===== config.mk =====
export PLATFORM = sky130hd
export DESIGN_NAME = compare_arbiter
export DESIGN_NICKNAME = d
export VERILOG_FILES = /design/src/rtl/compare_arbiter.sv
export SDC_FILE = /design/constraint.sdc
export NUM_CORES = 1
export LEC_CHECK = 0
export BUFFER_PORTS_ARGS = -buffer_cell sky130_fd_sc_hd__buf_2
export CORE_MARGIN = 1
export CORE_UTILIZATION = 40
export CTS_CLUSTER_DIAMETER = 200
export DETAILED_ROUTE_END_ITERATION = 10
export PLACE_DENSITY = 0.65
export SETUP_SLACK_MARGIN = 0.02
export SKIP_CTS_REPAIR_TIMING = 1
export SLEW_MARGIN = 30
export SYNTH_ARGS = -nofsm -noshare
export SYNTH_HDL_FRONTEND = slang
export SYNTH_SLANG_ARGS = --single-unit

===== constraint.sdc =====
create_clock -name clk -period 1.45 [get_ports clk]
set_input_delay 0.0725 -clock clk [delete_from_list [all_inputs] [get_ports clk]]
set_output_delay 0.0725 -clock clk [all_outputs]
set_load 0.005 [all_outputs]

===== src/rtl/compare_arbiter.sv =====
// compare_arbiter
//   Four requesters each present a 2-bit operand pair (A, B). A round-robin
//   arbiter grants one requester at a time. It latches that requester's pair
//   and, one cycle later, reports an unsigned magnitude comparison.
//   One transaction takes three cycles: IDLE (grant) -> CAPT -> RESP -> IDLE.
//
// Ports
//   clk        single clock, rising edge
//   rst        synchronous active-high reset
//   req[3:0]   request per requester (bit i = requester i)
//   a_in[7:0]  operand A, bits [2i+1:2i] belong to requester i
//   b_in[7:0]  operand B, same packing as a_in
//   gnt[3:0]   registered one-hot grant, high for the CAPT cycle
//   busy       high whenever the FSM is not IDLE
//   rsp_valid  one-cycle pulse marking G/E/L/rsp_id as fresh
//   rsp_id     requester that owns the current result
//   G, E, L    A>B, A==B, A<B for the granted pair; held between results
//   done_cnt   saturating count of completed comparisons
module compare_arbiter (
  input  logic       clk,
  input  logic       rst,
  input  logic [3:0] req,
  input  logic [7:0] a_in,
  input  logic [7:0] b_in,
  output logic [3:0] gnt,
  output logic       busy,
  output logic       rsp_valid,
  output logic [1:0] rsp_id,
  output logic       G,
  output logic       E,
  output logic       L,
  output logic [7:0] done_cnt
);

  typedef enum logic [1:0] {
    IDLE = 2'd0,
    CAPT = 2'd1,
    RESP = 2'd2
  } state_t;

  state_t     state_q, state_d;
  logic [3:0] gnt_q, gnt_d;
  logic [1:0] last_grant_q, last_grant_d;
  logic [1:0] a_lat_q, a_lat_d;
  logic [1:0] b_lat_q, b_lat_d;
  logic       rsp_valid_q, rsp_valid_d;
  logic [1:0] rsp_id_q, rsp_id_d;
  logic       g_q, g_d;
  logic       e_q, e_d;
  logic       l_q, l_d;
  logic [7:0] done_cnt_q, done_cnt_d;

  logic       win_found;
  logic [1:0] win_idx;
  logic [1:0] cand;

  // Round-robin search: start one past the last grant and wrap upward.
  // At k == 4 the cast wraps back to last_grant itself. A lone requester
  // that still holds req is therefore re-served.
  always_comb begin
    win_found = 1'b0;
    win_idx   = 2'd0;
    cand      = 2'd0;
    for (int k = 1; k <= 4; k++) begin
      cand = last_grant_q + 2'(k);
      if (!win_found && req[cand]) begin
        win_found = 1'b1;
        win_idx   = cand;
      end
    end
  end

  always_comb begin
    state_d      = state_q;
    gnt_d        = 4'b0000;
    last_grant_d = last_grant_q;
    a_lat_d      = a_lat_q;
    b_lat_d      = b_lat_q;
    rsp_valid_d  = 1'b0;
    rsp_id_d     = rsp_id_q;
    g_d          = g_q;
    e_d          = e_q;
    l_d          = l_q;
    done_cnt_d   = done_cnt_q;

    case (state_q)
      IDLE: begin
        if (win_found) begin
          state_d      = CAPT;
          gnt_d        = 4'b0001 << win_idx;
          last_grant_d = win_idx;
          // Operands are frozen here. Later changes on the bus are ignored.
          a_lat_d      = a_in[{win_idx, 1'b0} +: 2];
          b_lat_d      = b_in[{win_idx, 1'b0} +: 2];
        end
      end
      CAPT: begin
        state_d     = RESP;
        g_d         = (a_lat_q > b_lat_q);
        e_d         = (a_lat_q == b_lat_q);
        l_d         = (a_lat_q < b_lat_q);
        // last_grant still names the requester whose pair was latched.
        rsp_id_d    = last_grant_q;
        rsp_valid_d = 1'b1;
      end
      RESP: begin
        state_d = IDLE;
        if (done_cnt_q != 8'hFF) begin
          done_cnt_d = done_cnt_q + 8'd1;
        end
      end
      default: state_d = IDLE;
    endcase
  end

  always_ff @(posedge clk) begin
    if (rst) begin
      state_q      <= IDLE;
      gnt_q        <= 4'b0000;
      last_grant_q <= 2'd3;
      a_lat_q      <= 2'd0;
      b_lat_q      <= 2'd0;
      rsp_valid_q  <= 1'b0;
      rsp_id_q     <= 2'd0;
      g_q          <= 1'b0;
      e_q          <= 1'b0;
      l_q          <= 1'b0;
      done_cnt_q   <= 8'd0;
    end else begin
      state_q      <= state_d;
      gnt_q        <= gnt_d;
      last_grant_q <= last_grant_d;
      a_lat_q      <= a_lat_d;
      b_lat_q      <= b_lat_d;
      rsp_valid_q  <= rsp_valid_d;
      rsp_id_q     <= rsp_id_d;
      g_q          <= g_d;
      e_q          <= e_d;
      l_q          <= l_d;
      done_cnt_q   <= done_cnt_d;
    end
  end

  assign gnt       = gnt_q;
  assign busy      = (state_q != IDLE);
  assign rsp_valid = rsp_valid_q;
  assign rsp_id    = rsp_id_q;
  assign G         = g_q;
  assign E         = e_q;
  assign L         = l_q;
  assign done_cnt  = done_cnt_q;

endmodule


==> out/qor.csv, run 1 <==
stage,metric,value,unit
grt,grt_max_degree,24,
timing,fin_skew,0.008227,ns
pwr,report.power.total,1.749,mW
clock_tree,cts.sinks,26,
timing,maxSlewHeadroom,73.44,%
cells_and_area,antennaDiodeCount,0,
drt,drt_wl_total,2633,um
clock_tree,clock-root-buffer,clkbuf_4,
clock_tree,path_clk_slew,0.15,ns
clock_tree,cts_tree,yes,
cells_and_area,drive_gt1_share,41.62,%
synthesis,ys_seq_area_share,41.64,%
critical_path,cp.required,1.71,ns
floorplan,coreArea,2853,sq um
clock_tree,clk_latency,0.32,ns
grt,grt_pass1_wl,4229,um
floorplan,boundaryPins,41,
critical_path,crit_path_end_kind,flip-flop,
grt,grtUsageMet1,20.78,%
grt,met2_usage,27.91,%
drt,wl_per_cell,12.19,um
cells_and_area,area_delta_synth_final,31.73,%
floorplan,chipHeight,57.90,um
grt,grt_pass1_vias,986,
floorplan,rows,19,
cells_and_area,fin_nets,211,
run,drv_cap,0,
critical_path,cpMaxStageDelayCell,dfxtp_2,
floorplan,initial_core_util,43.82,%
synthesis,synth_edf_count,0,
pwr,power.leakage,0.7705,nW
clock_tree,clockBufferDepth,2,
drt,final_antenna_net_count,0,
timing,worst_slack,-0.05103,ns
timing,maxSlewViolCount,0,
grt,use_met3,2.902,%
placed_design,port_buffers,40,
cells_and_area,fill_cells,267,
grt,track_usage,16.14,%
synthesis,synth.distinct_cells,37,
drt,firstDrtPassIters,7,
synthesis,syn_nets,161,
pwr,p_per_area,1062,nW/um^2
timing,worst_slew_pin_slew,0.3984,ns
outcome,failed_checks,"DRC, setup timing",
timing,finalCriticalPeriod,1.501,ns
grt,grt.busiest_layer,met2,
placed_design,routabilityCongestion,0.8365,
placed_design,place.detailed.hpwl,2012,um
critical_path,path_class,flip-flop to flip-flop,
timing,tns,-0.1032,ns
drt,vias,1090,
pwr,irDropWorstVdd,0.5841,mV
critical_path,path_cells,"nand2b_4, a211oi_4, buf_12, mux2i_1, mux2_4, o21ai_1",
synthesis,syn_area,1250,sq um
timing,rsz0062_at_grt,true,
drt,via_per_inst,5.046,
synthesis,synthArstFlopShare,0,%
timing,max_freq,666.2,MHz
outcome,status,"finished, violations left",
drt,initialDrtViolationCount,53,
critical_path,slowest_delay,0.36,ns
grt,antenna_found_initial,0,
clock_tree,htreeDepth,1,
floorplan,die_area,3352,sq um
clock_tree,cts_buffers,3,
critical_path,crit_path_start_kind,flip-flop,
synthesis,syn_avg_cell_area,9.191,sq um
synthesis,yosysWarnings,0,
synthesis,ys_ff_latch,26,
synthesis,synth_cells,136,
timing,final-hold-violation-count,0,
critical_path,crit_arrival,1.76,ns
timing,final-setup-viol-count,5,
synthesis,ys_dominant_reg_cell,dfxtp_1,
grt,grt_overflow,0,
timing,post-route-period-util,103.5,%
critical_path,crit_fanout,12,
min_path,hp-class,input pin to flip-flop,
floorplan,fp.dieW,57.90,um
drt,drc_errors,2,
==> worst max-delay path: cells and delay by family, from the launching register on <==
family	cells	cell delay (ns)
AO/OA/AOI/OAI	2	0.42
flip-flops	1	0.36
multiplexers	2	0.33
buffers and inverters	1	0.18
AND/OR/NAND/NOR	1	0.15
==> cells in the final DEF, fill, tap and decap left out, types with 2 or more instances in the layout <==
cell,n
buf_4,10
or3_1,2
xnor2_1,5
mux2i_1,11
a211o_1,3
ha_1,2
o21ai_1,3
o21a_1,2
nand2b_1,2
mux2_2,3
clkbuf_4,3
dfxtp_1,19
buf_2,40
o21ai_2,3
a21oi_1,6
inv_1,5
nor2b_1,4
nor3_1,3
nand2_1,7
dfxtp_2,7
and3_1,2
nor2_1,20
nand3b_1,4
==> cell usage after synthesis (4+ instances only) <==
cell type | count | area [sq um]
dfxtp_1 | 26 | 520.5
nor2_1 | 20 | 75.07
mux2i_1 | 11 | 110.1
nand2_1 | 7 | 26.28
a21oi_1 | 6 | 30.03
inv_1 | 5 | 18.77
xnor2_1 | 5 | 43.79
clkbuf_1 | 4 | 15.01
nand3b_1 | 4 | 30.03
nor2b_1 | 4 | 25.02
==> metal layers <==
metal / up-vias / share of wire, %
met5: - / 0
met3: 2 / 4.8
met2: 32 / 49
met1: 496 / 46
met4: 0 / 0.65
li1: 560 / -
==> area by class of cell <==
class / instances / area [sq um] / area share [%]
multi-input combinational: 98 / 708.2 / 43.01
sequential: 26 / 529.3 / 32.14
timing repair buffer: 51 / 295.3 / 17.93
tap: 31 / 38.79 / 2.356
clock inverter: 1 / 30.03 / 1.824
clock buffer: 3 / 22.52 / 1.368
inverter: 6 / 22.52 / 1.368
==> flip-flops by register name, summed over array words and instances (netlist names), 2 cells and up <==
register and cells:
done_cnt 8, rsp_id 2, a_lat_q 2, last_grant_q 2
b_lat_q 2, state_q 2, gnt 4
==> stage by stage <==
stage	util (%)	setup slack (ns)	area, sq um	instances	hold WS, ns
global placement	54.25	0.001256	1548	210	0.4539
floorplan	-	-0.01349	1260	136	0.2522
global route	57.72	-0.1327	1647	216	0.1555
detailed placement	54.25	-0.05082	1548	210	0.4538
CTS	56.10	-0.06912	1600	214	0.1374
finish	57.72	-0.05103	1647	216	0.1380
==> worst paths after layout <==
| path | start | to | slack, ns | cells after the start |
|---|---|---|---|---|
| setup / recovery | last_grant_q[0] | b_lat_q[0] | -0.05 | 6 |
| hold / removal | rst | done_cnt[3] | 0.14 | 2 |
| setup reg to reg | last_grant_q[0] | b_lat_q[0] | -0.05 | 6 |
| hold reg to reg | E | E | 0.50 | 2 |
==> logic make-up (layout without fill, tap and decap cells) <==
| group | Yosys count | count (layout) | share of synthesized area, % |
|---|---|---|---|
| adders and majority gates | 3 | 3 | 3.003 |
| xor gates and xnor gates | 6 | 6 | 4.204 |
| buffers and inverters | 12 | 61 | 4.303 |
| and+or+nand+nor | 53 | 53 | 21.92 |
| DFF | 26 | 26 | 41.64 |
| AOI/OAI and AO/OA | 21 | 21 | 12.21 |
| muxes | 15 | 15 | 12.71 |
==> power by group <==
part | switching, mW | leakage, nW | internal (mW)
Clock | 0.214 | 0.0279 | 0.279
Sequential | 0.0369 | 0.214 | 0.778
Combinational | 0.203 | 0.528 | 0.238
Total | 0.454 | 0.771 | 1.29
Power figures use the tool's default switching activity.
==> run 2: changes to the inputs <==
- PLACE_DENSITY: 0.65 -> 0.68
==> run 2 against run 1 <==
Net effect: the run still ends with DRC, setup timing left; critical endpoint is now a_lat_q[1]; sequential power is 0.6% lower; non-clock buffer count is 2 lower; combinational power is 4% higher; final area is 0.53% higher; via count is 0.64% lower; wire length is 2.0% lower; clock skew is 0.0052 ns lower; global-route usage is 0.20 points lower; maximum frequency is 1.5% higher; sequential share of layout area is 0.13 points higher; utilization is 0.31 points higher.
==> out/qor.csv, run 2 (synthesis results as in run 1) <==
stage,metric,value,unit,change
timing,rsz0062_at_grt,true,,
drt,via_per_inst,5.061,,+0.29%
min_path,holdPathStages,2,,unchanged
cells_and_area,antennaDiodeCount,0,,unchanged
placed_design,place.detailed.hpwl,1957,um,-2.8%
pwr,switchingPower,0.4621,mW,+1.8%
pwr,switching_share,26.17,%,+0.22 points
outcome,failed_checks,"DRC, setup timing",,
cells_and_area,fill_cells,250,,-6.4%
grt,track_usage,15.94,%,-0.20 points
clock_tree,clockBufferDepth,2,,unchanged
outcome,status,"finished, violations left",,
grt,grt_pass1_wl,4195,um,-0.80%
critical_path,slowest_delay,0.36,ns,about the same
timing,finalCriticalPeriod,1.479,ns,-0.02225 ns
timing,max_freq,676.2,MHz,+1.5%
clock_tree,clk_latency,0.32,ns,about the same
cells_and_area,fin_nets,209,,-0.95%
clock_tree,cts_tree,yes,,
timing,final-hold-violation-count,0,,unchanged
drt,wl_per_cell,12.06,um,-1.1%
timing,final-setup-viol-count,5,,unchanged
clock_tree,cts_buffers,3,,unchanged
clock_tree,htreeDepth,1,,unchanged
cells_and_area,final_common_cell,buf_2,,
timing,fin_skew,0.003047,ns,-0.005180 ns
min_path,hold_start,rst,,
cells_and_area,area_delta_synth_final,32.43,%,
drt,final_antenna_net_count,0,,unchanged
critical_path,reg2reg_from,last_grant_q[1],,
floorplan,fp.dieW,57.90,um,unchanged
drt,firstDrtPassIters,9,,+2
critical_path,crit_arrival,1.72,ns,-0.04 ns
clock_tree,path_clk_slew,0.14,ns,about the same
pwr,internal_power,1.304,mW,+0.69%
pwr,irDropWorstVdd,0.4590,mV,-21%
critical_path,cpMaxStageDelayCell,dfxtp_2,,
drt,drt_wl_total,2580,um,-2.0%
critical_path,rrSetupSlack,-0.03,ns,+0.02 ns
clock_tree,cts.sinks,26,,unchanged
pwr,power.leakage,0.7691,nW,-0.18%
grt,grt_pass1_vias,1019,,+3.3%
floorplan,chipHeight,57.90,um,unchanged
drt,drc_errors,2,,unchanged
timing,post-route-period-util,102.0,%,-1.5 points
grt,grt_max_degree,24,,unchanged
floorplan,boundaryPins,41,,unchanged
pwr,p_clk_share,28.2,%,about the same
critical_path,path_cells,"o21a_1, a211oi_4, buf_12, mux2i_1, mux2_2, o21ai_2",,
critical_path,crit_path_start_kind,flip-flop,,
critical_path,path_class,flip-flop to flip-flop,,
floorplan,die_area,3352,sq um,unchanged
floorplan,coreArea,2853,sq um,unchanged
clock_tree,clock-root-buffer,clkbuf_4,,
timing,maxSlewViolCount,0,,unchanged
timing,worst_slew_pin_slew,0.3897,ns,-0.008609 ns
floorplan,rows,19,,unchanged
cells_and_area,utilization,58.03,%,+0.31 points
critical_path,cp.required,1.69,ns,-0.02 ns
drt,initialDrtViolationCount,27,,-49%
cells_and_area,drive_gt1_share,43.17,%,+1.5 points
grt,grt_overflow,0,,unchanged
min_path,hp-class,input pin to flip-flop,,
timing,maxSlewHeadroom,74.02,%,+0.57 points
placed_design,port_buffers,40,,unchanged
pwr,p_seq_share,45.9,%,-0.7 points
critical_path,crit_fanout,12,,unchanged
timing,tns,-0.04731,ns,+0.05588 ns
critical_path,r2r_cells,6,,unchanged
floorplan,initial_core_util,43.82,%,unchanged
pwr,p_per_area,1067,nW/um^2,+0.45%
cells_and_area,largest_reg_flops,8,,unchanged
critical_path,r2r_end,a_lat_q[1],,
critical_path,crit_path_end_kind,flip-flop,,
grt,antenna_found_initial,0,,unchanged
run,drv_cap,0,,unchanged
timing,worst_slack,-0.02878,ns,+0.02225 ns
drt,vias,1083,,-0.64%
cells_and_area,most-common-layout-cells,"buf_2 (40), nor2_1 (20), dfxtp_1 (19)",,
min_path,min_to,rsp_valid,,
placed_design,pre_cts_slack,-0.05352,ns,-0.002702 ns
placed_design,routabilityCongestion,0.7731,,-7.6%
pwr,pwr-share-comb,25.9,%,+0.7 points
run 2: changes by cell type in the layout (fill, tap and decap cells not counted), sizes merged:
cell / delta
buf: -2
run 2: stage by stage:
step / hold WS [ns] / cell area [sq um] / power [mW] / std cells
6_report: 0.1274 / 1655 / 1.766 / 214
2_1_floorplan: 0.2522 / 1260 / 1.114 / 136
3_5_place_dp: 0.4503 / 1540 / 1.263 / 209
4_1_cts: 0.1145 / 1593 / 1.765 / 213
5_1_grt: 0.1440 / 1655 / 1.856 / 214
3_3_place_gp: 0.4502 / 1540 / 1.248 / 209
run 2: worst max path at each step:
stage	startpoint	endpoint	slack (ns)
floorplan	last_grant_q[0]	last_grant_q[0]	-0.01
global placement	last_grant_q[0]	last_grant_q[0]	0.002
detailed placement	last_grant_q[0]	last_grant_q[0]	-0.05
CTS	last_grant_q[0]	last_grant_q[0]	-0.07
global route	last_grant_q[0]	b_lat_q[1]	-0.08
finish	last_grant_q[1]	a_lat_q[1]	-0.03
run 2: layout make-up:
class / instances / area (sq um) / area share [%]
multi-input cells: 98 / 726.9 / 43.92
flip-flops and latches: 26 / 534.3 / 32.28
repair buffers: 49 / 280.3 / 16.93
well taps: 31 / 38.79 / 2.343
clock inverters: 1 / 30.03 / 1.814
clock buffers: 3 / 22.52 / 1.361
inverters: 6 / 22.52 / 1.361
run 2: critical path, delay by kind of cell, from the launching register on:
family / cells / cell delay [ns]
AOI/OAI and AO/OA: 3 / 0.46
muxes: 2 / 0.39
DFF: 1 / 0.36
buffers and inverters: 1 / 0.18
run 2: power by group through the flow:
stage	registers, mW	clock network, mW	logic (mW)
after global placement	0.823	0	0.425
after floorplan	0.827	0	0.287
after detailed placement	0.828	0	0.435
after CTS	0.813	0.511	0.441
after global routing	0.816	0.535	0.505
final	0.810	0.498	0.458
run 2: routing by layer:
layer	vias up	share of wire, %	track usage [%]
met1	489	45	19.61
met4	0	0.74	6.122
met2	32	50	28.24
met5	-	0	0
met3	2	3.5	2.009
li1	560	-	-
